$ cat config.mk
export PLATFORM = sky130hd
export DESIGN_NAME = fp_subtractor_seq_flat
export DESIGN_NICKNAME = d
export VERILOG_FILES = /design/src/rtl/fp_sub_pkg.sv /design/src/rtl/fp_subtractor_seq_if.sv /design/src/rtl/fp_align_unit.sv /design/src/rtl/fp_subtractor_seq.sv /design/src/flat_wrapper.sv
export SDC_FILE = /design/constraint.sdc
export NUM_CORES = 1
export LEC_CHECK = 0
export ABC_AREA = 1
export BUFFER_PORTS_ARGS = -buffer_cell sky130_fd_sc_hd__buf_4
export CAP_MARGIN = 10
export CORE_MARGIN = 2
export CORE_UTILIZATION = 45
export CTS_CLUSTER_SIZE = 28
export DETAILED_ROUTE_END_ITERATION = 10
export MAX_ROUTING_LAYER = met4
export PLACE_DENSITY = 0.74
export RECOVER_POWER = 25
export SYNTH_ARGS = -nofsm -noshare
export SYNTH_HDL_FRONTEND = slang
export SYNTH_SLANG_ARGS = --single-unit
$ cat constraint.sdc
create_clock -name clk -period 4.8 [get_ports clk]
set_input_delay 1.2 -clock clk [delete_from_list [all_inputs] [get_ports clk]]
set_output_delay 1.2 -clock clk [all_outputs]
set_load 0.02 [all_outputs]
$ cat src/rtl/fp_sub_pkg.sv
// Shared types and constants for the sequential FP magnitude subtractor.
package fp_sub_pkg;

    localparam int EXP_W  = 8;
    localparam int FRAC_W = 23;
    localparam int SIG_W  = 24;

    // Normalisation can never need more left shifts than significand bits below the hidden one.
    localparam int MAX_NORM_SHIFTS = 23;

    localparam logic [EXP_W-1:0] EXP_SPECIAL = 8'hFF;
    localparam logic [31:0]      QNAN        = 32'h7FC0_0000;

    typedef enum logic [2:0] {
        IDLE,
        ALIGN,
        SUB,
        NORM,
        DONE
    } state_t;

endpackage

$ cat src/rtl/fp_subtractor_seq_if.sv
// Operand/result handshake bundle for the FP subtractor.
interface fp_subtractor_seq_if;
    import fp_sub_pkg::*;

    logic                      in_valid;
    logic                      in_ready;
    logic [EXP_W+FRAC_W:0]     A;
    logic [EXP_W+FRAC_W:0]     B;
    logic                      out_valid;
    logic                      out_ready;
    logic [EXP_W+FRAC_W:0]     Out;

    // Producer/consumer side: drives operands, takes results.
    modport master (
        output in_valid, A, B, out_ready,
        input  in_ready, out_valid, Out
    );

    // Subtractor side.
    modport slave (
        input  in_valid, A, B, out_ready,
        output in_ready, out_valid, Out
    );

endinterface

$ cat src/rtl/fp_align_unit.sv
// Combinational operand alignment: flush denormals, order magnitudes,
// derive the result sign and right-shift the smaller significand.
module fp_align_unit
    import fp_sub_pkg::*;
(
    input  logic [EXP_W+FRAC_W-1:0] a_mag_i,
    input  logic [EXP_W+FRAC_W-1:0] b_mag_i,
    output logic                    sign_o,
    output logic [EXP_W-1:0]        exp_l_o,
    output logic [SIG_W-1:0]        sig_l_o,
    output logic [SIG_W-1:0]        sig_s_o
);

    logic [EXP_W-1:0] a_exp;
    logic [EXP_W-1:0] b_exp;
    logic [EXP_W-1:0] exp_s;
    logic [EXP_W-1:0] shift_d;
    logic [SIG_W-1:0] a_sig;
    logic [SIG_W-1:0] b_sig;
    logic [SIG_W-1:0] sig_s_raw;

    // Order operands by {exp, sig}; shifted-out bits are truncated, large shifts saturate to zero.
    always_comb begin
        a_exp = a_mag_i[EXP_W+FRAC_W-1:FRAC_W];
        b_exp = b_mag_i[EXP_W+FRAC_W-1:FRAC_W];
        a_sig = (a_exp == '0) ? '0 : {1'b1, a_mag_i[FRAC_W-1:0]};
        b_sig = (b_exp == '0) ? '0 : {1'b1, b_mag_i[FRAC_W-1:0]};

        if ({b_exp, b_sig} > {a_exp, a_sig}) begin
            sign_o    = 1'b1;
            exp_l_o   = b_exp;
            sig_l_o   = b_sig;
            exp_s     = a_exp;
            sig_s_raw = a_sig;
        end else begin
            sign_o    = 1'b0;
            exp_l_o   = a_exp;
            sig_l_o   = a_sig;
            exp_s     = b_exp;
            sig_s_raw = b_sig;
        end

        shift_d = exp_l_o - exp_s;
        if (shift_d >= EXP_W'(SIG_W)) begin
            sig_s_o = '0;
        end else begin
            sig_s_o = sig_s_raw >> shift_d;
        end
    end

endmodule

$ cat src/rtl/fp_subtractor_seq.sv
// Multi-cycle single-precision magnitude subtractor: Out = |A| - |B|.
//
//   state | meaning
//   IDLE  | in_ready high, waiting for operands
//   ALIGN | special-operand check, magnitude order, align smaller operand
//   SUB   | subtract aligned significands
//   NORM  | left-shift out leading zeros, one bit per cycle
//   DONE  | result held on Out with out_valid until out_ready
module fp_subtractor_seq
    import fp_sub_pkg::*;
(
    input  logic                 clk,
    input  logic                 rst,
    fp_subtractor_seq_if.slave   bus
);

    state_t                  state_q;
    logic [EXP_W+FRAC_W-1:0] a_q;
    logic [EXP_W+FRAC_W-1:0] b_q;
    logic                    sign_q;
    logic [EXP_W-1:0]        exp_q;
    logic [SIG_W-1:0]        sig_l_q;
    logic [SIG_W-1:0]        sig_s_q;
    logic [SIG_W-1:0]        mant_q;
    logic [4:0]              shift_cnt_q;
    logic [31:0]             out_q;
    logic                    out_valid_q;
    logic                    in_ready_q;

    logic                    special_d;
    logic [SIG_W-1:0]        diff_d;
    logic                    al_sign;
    logic [EXP_W-1:0]        al_exp_l;
    logic [SIG_W-1:0]        al_sig_l;
    logic [SIG_W-1:0]        al_sig_s;

    fp_align_unit u_align (
        .a_mag_i (a_q),
        .b_mag_i (b_q),
        .sign_o  (al_sign),
        .exp_l_o (al_exp_l),
        .sig_l_o (al_sig_l),
        .sig_s_o (al_sig_s)
    );

    // Special-operand detect and significand difference from latched/aligned operands.
    always_comb begin
        special_d = (a_q[EXP_W+FRAC_W-1:FRAC_W] == EXP_SPECIAL) ||
                    (b_q[EXP_W+FRAC_W-1:FRAC_W] == EXP_SPECIAL);
        diff_d    = sig_l_q - sig_s_q;
    end

    // Sequencer FSM with registered handshake outputs and datapath registers.
    always_ff @(posedge clk) begin
        if (rst) begin
            state_q     <= IDLE;
            a_q         <= '0;
            b_q         <= '0;
            sign_q      <= 1'b0;
            exp_q       <= '0;
            sig_l_q     <= '0;
            sig_s_q     <= '0;
            mant_q      <= '0;
            shift_cnt_q <= '0;
            out_q       <= '0;
            out_valid_q <= 1'b0;
            in_ready_q  <= 1'b1;
        end else begin
            case (state_q)
                IDLE: begin
                    if (bus.in_valid && in_ready_q) begin
                        a_q        <= bus.A[EXP_W+FRAC_W-1:0];
                        b_q        <= bus.B[EXP_W+FRAC_W-1:0];
                        in_ready_q <= 1'b0;
                        state_q    <= ALIGN;
                    end
                end
                ALIGN: begin
                    if (special_d) begin
                        out_q       <= QNAN;
                        out_valid_q <= 1'b1;
                        state_q     <= DONE;
                    end else begin
                        sign_q  <= al_sign;
                        exp_q   <= al_exp_l;
                        sig_l_q <= al_sig_l;
                        sig_s_q <= al_sig_s;
                        state_q <= SUB;
                    end
                end
                SUB: begin
                    mant_q      <= diff_d;
                    shift_cnt_q <= 5'(MAX_NORM_SHIFTS);
                    state_q     <= NORM;
                end
                NORM: begin
                    if (mant_q == '0) begin
                        out_q       <= '0;
                        out_valid_q <= 1'b1;
                        state_q     <= DONE;
                    end else if (mant_q[SIG_W-1]) begin
                        out_q       <= {sign_q, exp_q, mant_q[FRAC_W-1:0]};
                        out_valid_q <= 1'b1;
                        state_q     <= DONE;
                    end else if (exp_q == EXP_W'(1) || shift_cnt_q == '0) begin
                        // Underflow flushes to zero; the shift budget only guards against runaway.
                        out_q       <= '0;
                        out_valid_q <= 1'b1;
                        state_q     <= DONE;
                    end else begin
                        mant_q      <= mant_q << 1;
                        exp_q       <= exp_q - EXP_W'(1);
                        shift_cnt_q <= shift_cnt_q - 5'd1;
                    end
                end
                DONE: begin
                    if (bus.out_ready) begin
                        out_valid_q <= 1'b0;
                        in_ready_q  <= 1'b1;
                        state_q     <= IDLE;
                    end
                end
                default: begin
                    state_q <= IDLE;
                end
            endcase
        end
    end

    assign bus.in_ready  = in_ready_q;
    assign bus.out_valid = out_valid_q;
    assign bus.Out       = out_q;

endmodule

$ cat src/flat_wrapper.sv
// flat-port wrapper written by rule: the top's interface ports become plain ports
module fp_subtractor_seq_flat import fp_sub_pkg::*;
  (clk, rst, bus_in_valid, bus_A, bus_B, bus_out_ready, bus_in_ready, bus_out_valid, bus_Out);
  fp_subtractor_seq_if bus_i ();
  input  logic clk;
  input  logic rst;
  input wire logic [$bits(bus_i.in_valid)-1:0] bus_in_valid;
  input wire logic [$bits(bus_i.A)-1:0] bus_A;
  input wire logic [$bits(bus_i.B)-1:0] bus_B;
  input wire logic [$bits(bus_i.out_ready)-1:0] bus_out_ready;
  output wire logic [$bits(bus_i.in_ready)-1:0] bus_in_ready;
  output wire logic [$bits(bus_i.out_valid)-1:0] bus_out_valid;
  output wire logic [$bits(bus_i.Out)-1:0] bus_Out;
  assign bus_i.in_valid = bus_in_valid;
  assign bus_i.A = bus_A;
  assign bus_i.B = bus_B;
  assign bus_i.out_ready = bus_out_ready;
  assign bus_in_ready = bus_i.in_ready;
  assign bus_out_valid = bus_i.out_valid;
  assign bus_Out = bus_i.Out;
  fp_subtractor_seq u_core (.clk(clk), .rst(rst), .bus(bus_i));
endmodule
==> flow_summary.toml <==
[floorplanning]
initial_core_util = 0.459
fp-row-count = 57
dieArea_um2 = 26100
ios = 102
die_x_um = 162
core-area_um2 = 24300
die_h_um = 162

[grt]
antenna_found_initial = 0
grt_max_degree = 91
grt_pass1_wl_mm = 51.8
overflow = 0
grt_usage = 0.250
grt_pass1_vias = 10520

[yosys]
synth_most_common_cell = "nand2_1"
ys_warn_count = 0
syn-num-nets = 1804
synthFlopType = "dfxtp_1"
seq_area_frac_synth = 0.332
yosys.area.top_type_share = 0.332
synthTopCellsByArea = "dfxtp_1 33%, nand2_1 14%, a21oi_1 8.7%"
ys_ff_latch = 185
yosysTopAreaCell = "dfxtp_1"
synth_edf_count = 0
synthDistinctLibCells = 53
synthCells = 1675
async_flop_share = 0
syn-cell-area_um2 = 11200
synth_common_cells = "418 x nand2_1, 194 x a21oi_1, 190 x inv_1"
avgSynthCellArea_um2 = 6.67

[clock_network]
clkTransAtPathRegs_ps = 80
hold_buffers = 0
cts_tree = "yes"
htreeDepth = 4
clock-sinks = 185
clkLatencyLatePin_ps = 450
numCtsBuffers = 17
cts.path.max_buffers = 2
cts-root-buf = "clkbuf_16"

[layout]
drive_gt1_frac = 0.121
fin_nets = 1885
diodes = 0
fillerInstances = 2398
syn2layout_area_growth_pct = 16.9

[sta]
fin_hold_ws_ps = 462
hold_viol_final = 0
setup_viol_count_final = 0
final.setup_skew_ps = 14.0
max_freq_ghz = 0.222
worst_slew_pin_slew_ps = 1520
final-max-slew-violation-count = 91
slew_headroom = -0.0123
min_period_over_period = 0.939
final.min_clock_period_ps = 4510

[drt]
drc = 0
ant_nets = 0
via_count = 11582
drtIter0Drc = 1029
wl_mm = 32.6
detail_route.wl_per_cell_um = 15.6
routed_via_density = 5.53
dr.pass1.iters = 5

[outcome]
outcome = "complete, but fails checks"
failed_checks = "capacitance limit, slew limit"

[place]
dpl.hpwl_mm = 23.2
port_buffers = 99
place_congestion = 0.968

[critical_path]
cp_data_arrival_time_ps = 4800
path_buf_inv = 9
crit_path_max_incr_delay_ps = 360
required_ps = 5090
cp_max_fo = 7
r2r-start = "u_core.b_q[29]"
cp-startpoint = "u_core.b_q[29]"
critPathTopFamily = "simple AND/OR/NAND/NOR gates"
cp_common_cell = "buf_4"
slowest_stage = "dfxtp_2"
path_class = "register to register"
crit_path_start_kind = "register"
endpoint_kind = "register"

[hold_path]
min_from = "u_core.bus.Out[21]"
worstHoldPathType = "register to register"

[job]
maxCapViolations = 1
[cells by family (layout without fill, tap and decap cells)]
kind of cell	count (synthesis)	after routing	synth area share
fa+ha+maj	61	61	0.0690
flops	185	185	0.332
simple gates	703	703	0.271
compound gates	411	411	0.208
xor+xnor	24	24	0.0195
buf+inv	291	385	0.101
[area by class of cell]
class	instances	area, um^2	share of cell area
Timing Repair Buffer	153	1160	0.0888
Sequential cell	185	3710	0.284
Tap cell	324	405	0.0311
Clock inverter	14	140	0.0107
Inverter	200	754	0.0578
Clock buffer	18	429	0.0329
Multi-Input combinational cell	1199	6450	0.495
[sequential cells by signal, indices dropped and copies added, names as in the netlist, 3 cells and up]
register,count
u_core.exp_q,8
u_core.state_q,3
u_core.sig_l_q,24
u_core.mant_q,24
u_core.shift_cnt_q,5
u_core.sig_s_q,24
u_core.a_q,31
u_core.bus.Out,32
u_core.b_q,31
[timing repair]
action / CTS / global route
setup buffers: 0 / 7
endpoints found under the setup margin: 0 / 24
hold endpoints to repair: 0 / 0
gates resized for setup: 0 / 38
[layout by cell type, fill, tap and decap left out, types with 13 or more instances in the layout]
cell type	n
inv_1	189
ha_1	60
o22ai_1	23
o221ai_1	23
clkbuf_16	21
o21ai_0	110
nand2_2	13
nand3_1	123
dfxtp_1	183
buf_4	105
a21oi_1	188
nor2_1	75
nand2_1	412
nand4_1	29
clkbuf_1	36
xor2_1	15
[worst register-to-register path, delay by kind of cell (launching register included)]
kind | cells | cell delay [ps]
XOR/XNOR | 1 | 320
AND/OR/NAND/NOR | 18 | 1890
flip-flops | 1 | 360
AO/OA/AOI/OAI | 1 | 170
buffers and inverters | 9 | 1130
adder cells (fa/ha/maj) | 2 | 510
[routing by layer]
metal | share of wire | GRT usage | wire, um
met1 | 0.44 | 0.314 | 14400
met2 | 0.46 | 0.403 | 15000
met3 | 0.062 | 0.0393 | 2010
met4 | 0.036 | 0.102 | 1180
met5 | 0 | - | 0
[through the flow]
stage,utilization,instances,worst slack (ps),setup TNS (ps),area (um^2)
floorplan,-,1675,715,0,11200
CTS,0.530,2081,213,0,12900
global placement,0.507,2049,316,0,12300
detailed placement,0.507,2049,280,0,12300
finish,0.537,2093,292,0,13000
global route,0.537,2093,-44.3,-97.1,13000
[final timing paths]
path	cells past startpoint	to	slack, ps
setup reg to reg	31	u_core.sig_s_q[22]	290
hold / removal	2	u_core.bus.Out[21]	460
setup / recovery	31	u_core.sig_s_q[22]	290
hold reg to reg	2	u_core.bus.Out[21]	460
Power is not shown: default switching activity piles up to over one toggle a cycle in this logic, so the estimate is an artifact.
